$ cat src/rtl/mskaes_ctrl_pkg.sv
// Shared types and constants for the masked AES key-schedule controller.
package mskaes_ctrl_pkg;

  typedef enum logic [2:0] {
    IDLE = 3'd0,
    LOAD = 3'd1,
    REQ  = 3'd2,
    WAIT = 3'd3,
    UPD  = 3'd4,
    FIN  = 3'd5
  } state_t;

  localparam int KEY_COLS = 4;
  localparam int RND_W    = 4;

endpackage

$ cat src/rtl/mskaes_lat_counter.sv
// Down-counter with load and zero flag; times both the S-box wait and the column updates.
module mskaes_lat_counter #(
  parameter int W = 2
) (
  input  logic         clk,
  input  logic         rst,
  input  logic         load,
  input  logic [W-1:0] load_val,
  output logic [W-1:0] cnt,
  output logic         zero
);

  assign zero = (cnt == '0);

  always_ff @(posedge clk or posedge rst) begin
    if (rst) begin
      cnt <= '0;
    end else if (load) begin
      cnt <= load_val;
    end else if (!zero) begin
      cnt <= cnt - 1'b1;
    end
  end

endmodule

$ cat src/rtl/mskaes_32bits_key_ctrl.sv
// Control FSM for the masked 32-bit AES-128 key schedule: load, S-box slot request,
// column updates, RCON stepping and round-key flagging. Never touches key shares.
//   state | meaning
//   IDLE  | waiting for start, all strobes low
//   LOAD  | master key loaded into datapath, RCON reset
//   REQ   | requesting shared S-box, key held
//   WAIT  | S-box pipeline latency
//   UPD   | four column updates, last one steps RCON
//   FIN   | done pulse, back to IDLE
module mskaes_32bits_key_ctrl
  import mskaes_ctrl_pkg::*;
#(
  parameter int SBOX_LAT = 4,
  parameter int NROUNDS  = 10
) (
  input  logic             clk,
  input  logic             rst,
  input  logic             start,
  input  logic             inverse,
  input  logic             abort,
  input  logic             sb_gnt,
  output logic             sb_req,
  output logic             init,
  output logic             enable,
  output logic             loop,
  output logic             add_from_sb,
  output logic             rcon_rst,
  output logic             rcon_update,
  output logic             rcon_inverse,
  output logic             enable_buffer_from_sbox,
  output logic             rst_buffer_from_sbox,
  output logic             busy,
  output logic             round_key_valid,
  output logic [RND_W-1:0] round_idx,
  output logic             done
);

  localparam int CNT_MAX = (SBOX_LAT > KEY_COLS) ? SBOX_LAT : KEY_COLS;
  localparam int CNT_W   = $clog2(CNT_MAX);
  localparam logic [CNT_W-1:0] UPD_LOAD  = CNT_W'(KEY_COLS - 1);
  localparam logic [CNT_W-1:0] WAIT_LOAD = CNT_W'((SBOX_LAT > 1) ? SBOX_LAT - 2 : 0);
  localparam logic [RND_W-1:0] LAST_RND  = RND_W'(NROUNDS - 1);

  state_t           state;
  logic             mode_q;
  logic             rkv_q;
  logic [RND_W-1:0] round_cnt;
  logic             cnt_load;
  logic [CNT_W-1:0] cnt_val;
  logic [CNT_W-1:0] cnt;
  logic             cnt_zero;
  logic             start_rotate;
  logic             col_first;

  // Rotation-only mode is not exposed in this revision.
  assign start_rotate = 1'b0;

  mskaes_lat_counter #(.W(CNT_W)) u_lat_counter (
    .clk      (clk),
    .rst      (rst),
    .load     (cnt_load),
    .load_val (cnt_val),
    .cnt      (cnt),
    .zero     (cnt_zero)
  );

  always_comb begin
    cnt_load = 1'b0;
    cnt_val  = UPD_LOAD;
    if (!abort) begin
      case (state)
        REQ: if (sb_gnt) begin
          cnt_load = 1'b1;
          cnt_val  = (SBOX_LAT > 1) ? WAIT_LOAD : UPD_LOAD;
        end
        WAIT: if (cnt_zero) cnt_load = 1'b1;
        default: ;
      endcase
    end
  end

  always_ff @(posedge clk or posedge rst) begin
    if (rst) begin
      state     <= IDLE;
      mode_q    <= 1'b0;
      rkv_q     <= 1'b0;
      round_cnt <= '0;
    end else begin
      rkv_q <= 1'b0;
      if (abort) begin
        state <= IDLE;
      end else begin
        case (state)
          IDLE: if (start) begin
            state     <= LOAD;
            mode_q    <= inverse;
            round_cnt <= '0;
          end
          LOAD: begin
            state <= REQ;
            rkv_q <= 1'b1;
          end
          REQ:  if (sb_gnt) state <= (SBOX_LAT > 1) ? WAIT : UPD;
          WAIT: if (cnt_zero) state <= UPD;
          UPD: if (cnt_zero) begin
            round_cnt <= round_cnt + 1'b1;
            rkv_q     <= 1'b1;
            state     <= (round_cnt == LAST_RND) ? FIN : REQ;
          end
          FIN:     state <= IDLE;
          default: state <= IDLE;
        endcase
      end
    end
  end

  // Column index runs 0..3 while the counter runs 3..0, so c==3 is the zero flag.
  assign col_first = (cnt == UPD_LOAD);

  always_comb begin
    sb_req                  = (state == REQ);
    init                    = (state == LOAD);
    enable                  = (state == LOAD) || (state == UPD);
    loop                    = (state == IDLE) && start_rotate;
    add_from_sb             = (state == UPD) && col_first;
    rcon_rst                = (state == LOAD);
    rcon_update             = (state == UPD) && cnt_zero;
    enable_buffer_from_sbox = mode_q && ((state == LOAD) || (state == UPD));
    rst_buffer_from_sbox    = mode_q && ((state == LOAD) || ((state == UPD) && cnt_zero));
    busy                    = (state != IDLE) && (state != FIN);
  end

  assign rcon_inverse    = mode_q;
  assign round_key_valid = rkv_q;
  assign round_idx       = round_cnt;
  assign done            = (state == FIN);

endmodule

$ cat config.mk
export PLATFORM = sky130hd
export DESIGN_NAME = mskaes_32bits_key_ctrl
export DESIGN_NICKNAME = d
export VERILOG_FILES = /design/src/rtl/mskaes_ctrl_pkg.sv /design/src/rtl/mskaes_lat_counter.sv /design/src/rtl/mskaes_32bits_key_ctrl.sv
export SDC_FILE = /design/constraint.sdc
export NUM_CORES = 1
export LEC_CHECK = 0
export CORE_MARGIN = 3
export CORE_UTILIZATION = 50
export DETAILED_ROUTE_END_ITERATION = 10
export PLACE_DENSITY = 0.83
export SYNTH_ARGS = -nofsm -noshare
export SYNTH_HDL_FRONTEND = slang
export SYNTH_SLANG_ARGS = --single-unit
$ cat constraint.sdc
create_clock -name clk -period 3.01 [get_ports clk]
set_input_delay 0.602 -clock clk [delete_from_list [all_inputs] [get_ports clk]]
set_output_delay 0.602 -clock clk [all_outputs]
set_load 0.01 [all_outputs]
==> flow_metrics.env <==
export IMPL_hold_depth=1
export IMPL_syn_to_final_growth_pct=26.13
export IMPL_path_max_fanout=15
export IMPL_layout_setup_ws_ps=241.9
export IMPL_tritoncts="done"
export IMPL_die_area_um2=2193
export IMPL_yosys_warnings=0
export IMPL_final_cell_area_um2=1051
export IMPL_wire_per_inst_um=14.31
export IMPL_r2r_start="u_lat_counter.cnt[0]"
export IMPL_max_freq_mhz=361.3
export IMPL_path_class="reg2out"
export IMPL_dr_pass1_iters=4
export IMPL_placed_cell_area_um2=1023
export IMPL_grt_pass1_vias=618
export IMPL_path_depth=4
export IMPL_synthCells=88
export IMPL_preCtsSetupSlack_ps=595.2
export IMPL_antenna_found_initial=0
export IMPL_min_from="rcon_inverse"
export IMPL_numPortBuffers=21
export IMPL_post_dp_hpwl_mm=1.350
export IMPL_pwr_share_comb_pct=56.5
export IMPL_crit_family="buffers and inverters"
export IMPL_antenna_cells=0
export IMPL_synth_top_area_share_pct=33.03
export IMPL_postSynth_asyncResetShare_pct=100.0
export IMPL_holdBufCountCts=0
export IMPL_power_mw=0.8382
export IMPL_die_h_um=46.83
export IMPL_worst_ep_arrival_time_ps=2170
export IMPL_clock_latency_ps=270
export IMPL_core_um2=1541
export IMPL_grt_usage_pct=17.58
export IMPL_clock_skew_ps=7.146
export IMPL_power_net_switching_mw=0.3384
export IMPL_critPathMaxStageDelay_ps=590
export IMPL_drt_iter0_drc=11
export IMPL_place_congestion=0.8501
export IMPL_synth_seq_area_share_pct=33.03
export IMPL_synth_edff_count=0
export IMPL_hold_class="reg2reg"
export IMPL_boundaryPins=23
export IMPL_crit_start="u_lat_counter.cnt[0]"
export IMPL_crit_chain="inv_1 > ha_1 > nor4bb_1 > clkdlybuf4s50_1"
export IMPL_num_rows=14
export IMPL_p_per_area_nw_per_um2=797.5
export IMPL_grt_pass1_wl_mm=2.711
export IMPL_drc=0
export IMPL_slew_violations=0
export IMPL_initial_core_util_pct=54.06
export IMPL_leakage_nw=0.4493
export IMPL_finalHoldViolations=0
export IMPL_cp_start_kind="flop"
export IMPL_post_cts_repair_setup_buffers=0
export IMPL_clk_pin_slew_ps=80
export IMPL_htree_levels=1
export IMPL_seq_power_share_pct=31.5
export IMPL_crit_path_top_delay_cell="clkdlybuf4s50_1"
export IMPL_drive_above_1_share_pct=13.21
export IMPL_grtUsageMet2_pct=27.10
export IMPL_grt_overflow=0
export IMPL_grtUsageMet1_pct=24.24
export IMPL_avgSynthCellArea_um2=9.469
export IMPL_critPathCaptureType="output pin"
export IMPL_clkSinkCount=11
export IMPL_status="finished, final reports clean"
export IMPL_drv_cap=0
export IMPL_grt_max_degree=18
export IMPL_finalSetupTns_ps=0
export IMPL_dieWidth_um=46.83
export IMPL_ys_seq_elements=11
export IMPL_synth_main_ff_cell="dfrtp_1"
export IMPL_syn_cell_area_um2=833.3
export IMPL_rsz0062_at_grt="no"
export IMPL_p_clk_share_pct=12.1
export IMPL_via_count=710
export IMPL_cts_root_buf="clkbuf_4"
export IMPL_post_route_period_util_pct=91.96
export IMPL_fill_cells=123
export IMPL_finalSetupViolCount=0
export IMPL_rr_worst_depth=5
export IMPL_via_per_inst=5.820
export IMPL_busiest_layer="met2"
export IMPL_ir_drop_uv=755.8
export IMPL_period_minus_slack_ps=2768
export IMPL_worst_path_buf_inv=2
export IMPL_syn_num_nets=98
export IMPL_cts_buffers=3
export IMPL_synth_area_leader_cell="dfrtp_1"
export IMPL_cp_required_ps=2410
export IMPL_intPower_mw=0.4998
export IMPL_cts_path_max_buffers=2
export IMPL_cts_resized=0
export IMPL_use_met3_pct=3.448
export IMPL_yosys_top_cells_area="dfrtp_1 33%, ha_1 6.0%, nor2b_1 3.0%"
export IMPL_num_nets_final=117
export IMPL_wirelength_mm=1.746
export IMPL_ant_nets=0
export IMPL_synth_distinct_cells=45
export IMPL_netSwitchingFraction_pct=40.37
-- synthesized netlist by cell type (2+ instances only) --
cell / count
a21bo_2: 2
a21o_1: 2
a21oi_1: 4
a22o_1: 2
buf_2: 2
buf_4: 2
clkbuf_1: 3
dfrtp_1: 11
ha_1: 4
inv_1: 5
mux2_2: 2
mux2i_1: 2
nand2_1: 3
nand2b_1: 2
nand3b_1: 2
nor2_1: 5
nor2b_1: 4
nor3_1: 2
nor3b_1: 2
o21ai_0: 2
-- worst register-to-register path: cells and delay by family, from the launching register on --
| family | cells | cell delay [ps] |
|---|---|---|
| adders and majority gates | 1 | 460 |
| AOI/OAI and AO/OA | 1 | 160 |
| muxes | 1 | 200 |
| buffers and inverters | 1 | 80 |
| DFF | 1 | 400 |
| and+or+nand+nor | 1 | 500 |
-- metrics by stage --
stage	cells	util [%]	hold slack, ps
after CTS	122	68.18	577.3
after global placement	118	66.40	531.4
after floorplan	88	-	454.4
after global routing	122	68.18	589.9
after detailed placement	118	66.40	557.9
final	122	68.18	558.7
-- power by group through the flow --
| stage | Combinational [mW] | Sequential, mW | Clock, mW |
|---|---|---|---|
| 5_1_grt | 0.518 | 0.276 | 0.111 |
| 4_1_cts | 0.474 | 0.264 | 0.105 |
| 3_5_place_dp | 0.470 | 0.268 | 0 |
| 3_3_place_gp | 0.459 | 0.263 | 0 |
| 6_report | 0.473 | 0.264 | 0.101 |
| 2_1_floorplan | 0.337 | 0.231 | 0 |
-- layout by cell type (no fill, tap or decap), drive strengths merged, types with 3 or more instances in the layout --
cell type / netlist / final
nor2b: 4 / 4
nor2: 5 / 5
dfrtp: 11 / 11
ha: 4 / 4
clkdlybuf4s50: 0 / 21
nand2: 3 / 3
nor3b: 3 / 3
a21oi: 4 / 4
inv: 5 / 5
clkbuf: 3 / 3
-- layer usage --
layer  share of wire, %  vias to the layer above
met4               0.52                        0
met2                 47                       13
met1                 49                      340
met5                  0                        -
met3                3.9                        2
li1                   -                      355
-- flip-flops by register name, indices dropped and copies added, names as in the netlist --
register	flops
round_idx	4
round_key_valid	1
rcon_inverse	1
u_lat_counter.cnt	2
state	3
-- layout make-up --
class                   instances  area (um2)  area share, %
clock buffers                   3       22.52          2.143
flip-flops and latches         11       275.3          26.19
clock inverters                 1       5.005         0.4762
repair buffers                 22       217.7          20.71
inverters                       5       18.77          1.786
multi-input cells              64       491.7          46.79
well taps                      16       20.02          1.905
-- kinds of logic after synthesis --
group	synth area share, %
AND/OR/NAND/NOR	25.68
AO/OA/AOI/OAI	20.72
buffers and inverters	7.958
flip-flops	33.03
adder cells (fa/ha/maj)	6.006
multiplexers	5.105
other	0.4500
XOR/XNOR	1.051
-- final timing paths --
check	endpoint	slack, ps
min in group asynchronous	round_idx[2]	610
min reg2reg	rcon_inverse	560
max reg2reg	state[0]	1150
max	rcon_update	240
min	rcon_inverse	560
max in group asynchronous	round_idx[3]	2100
No activity file was read; power rests on OpenSTA's default activity.
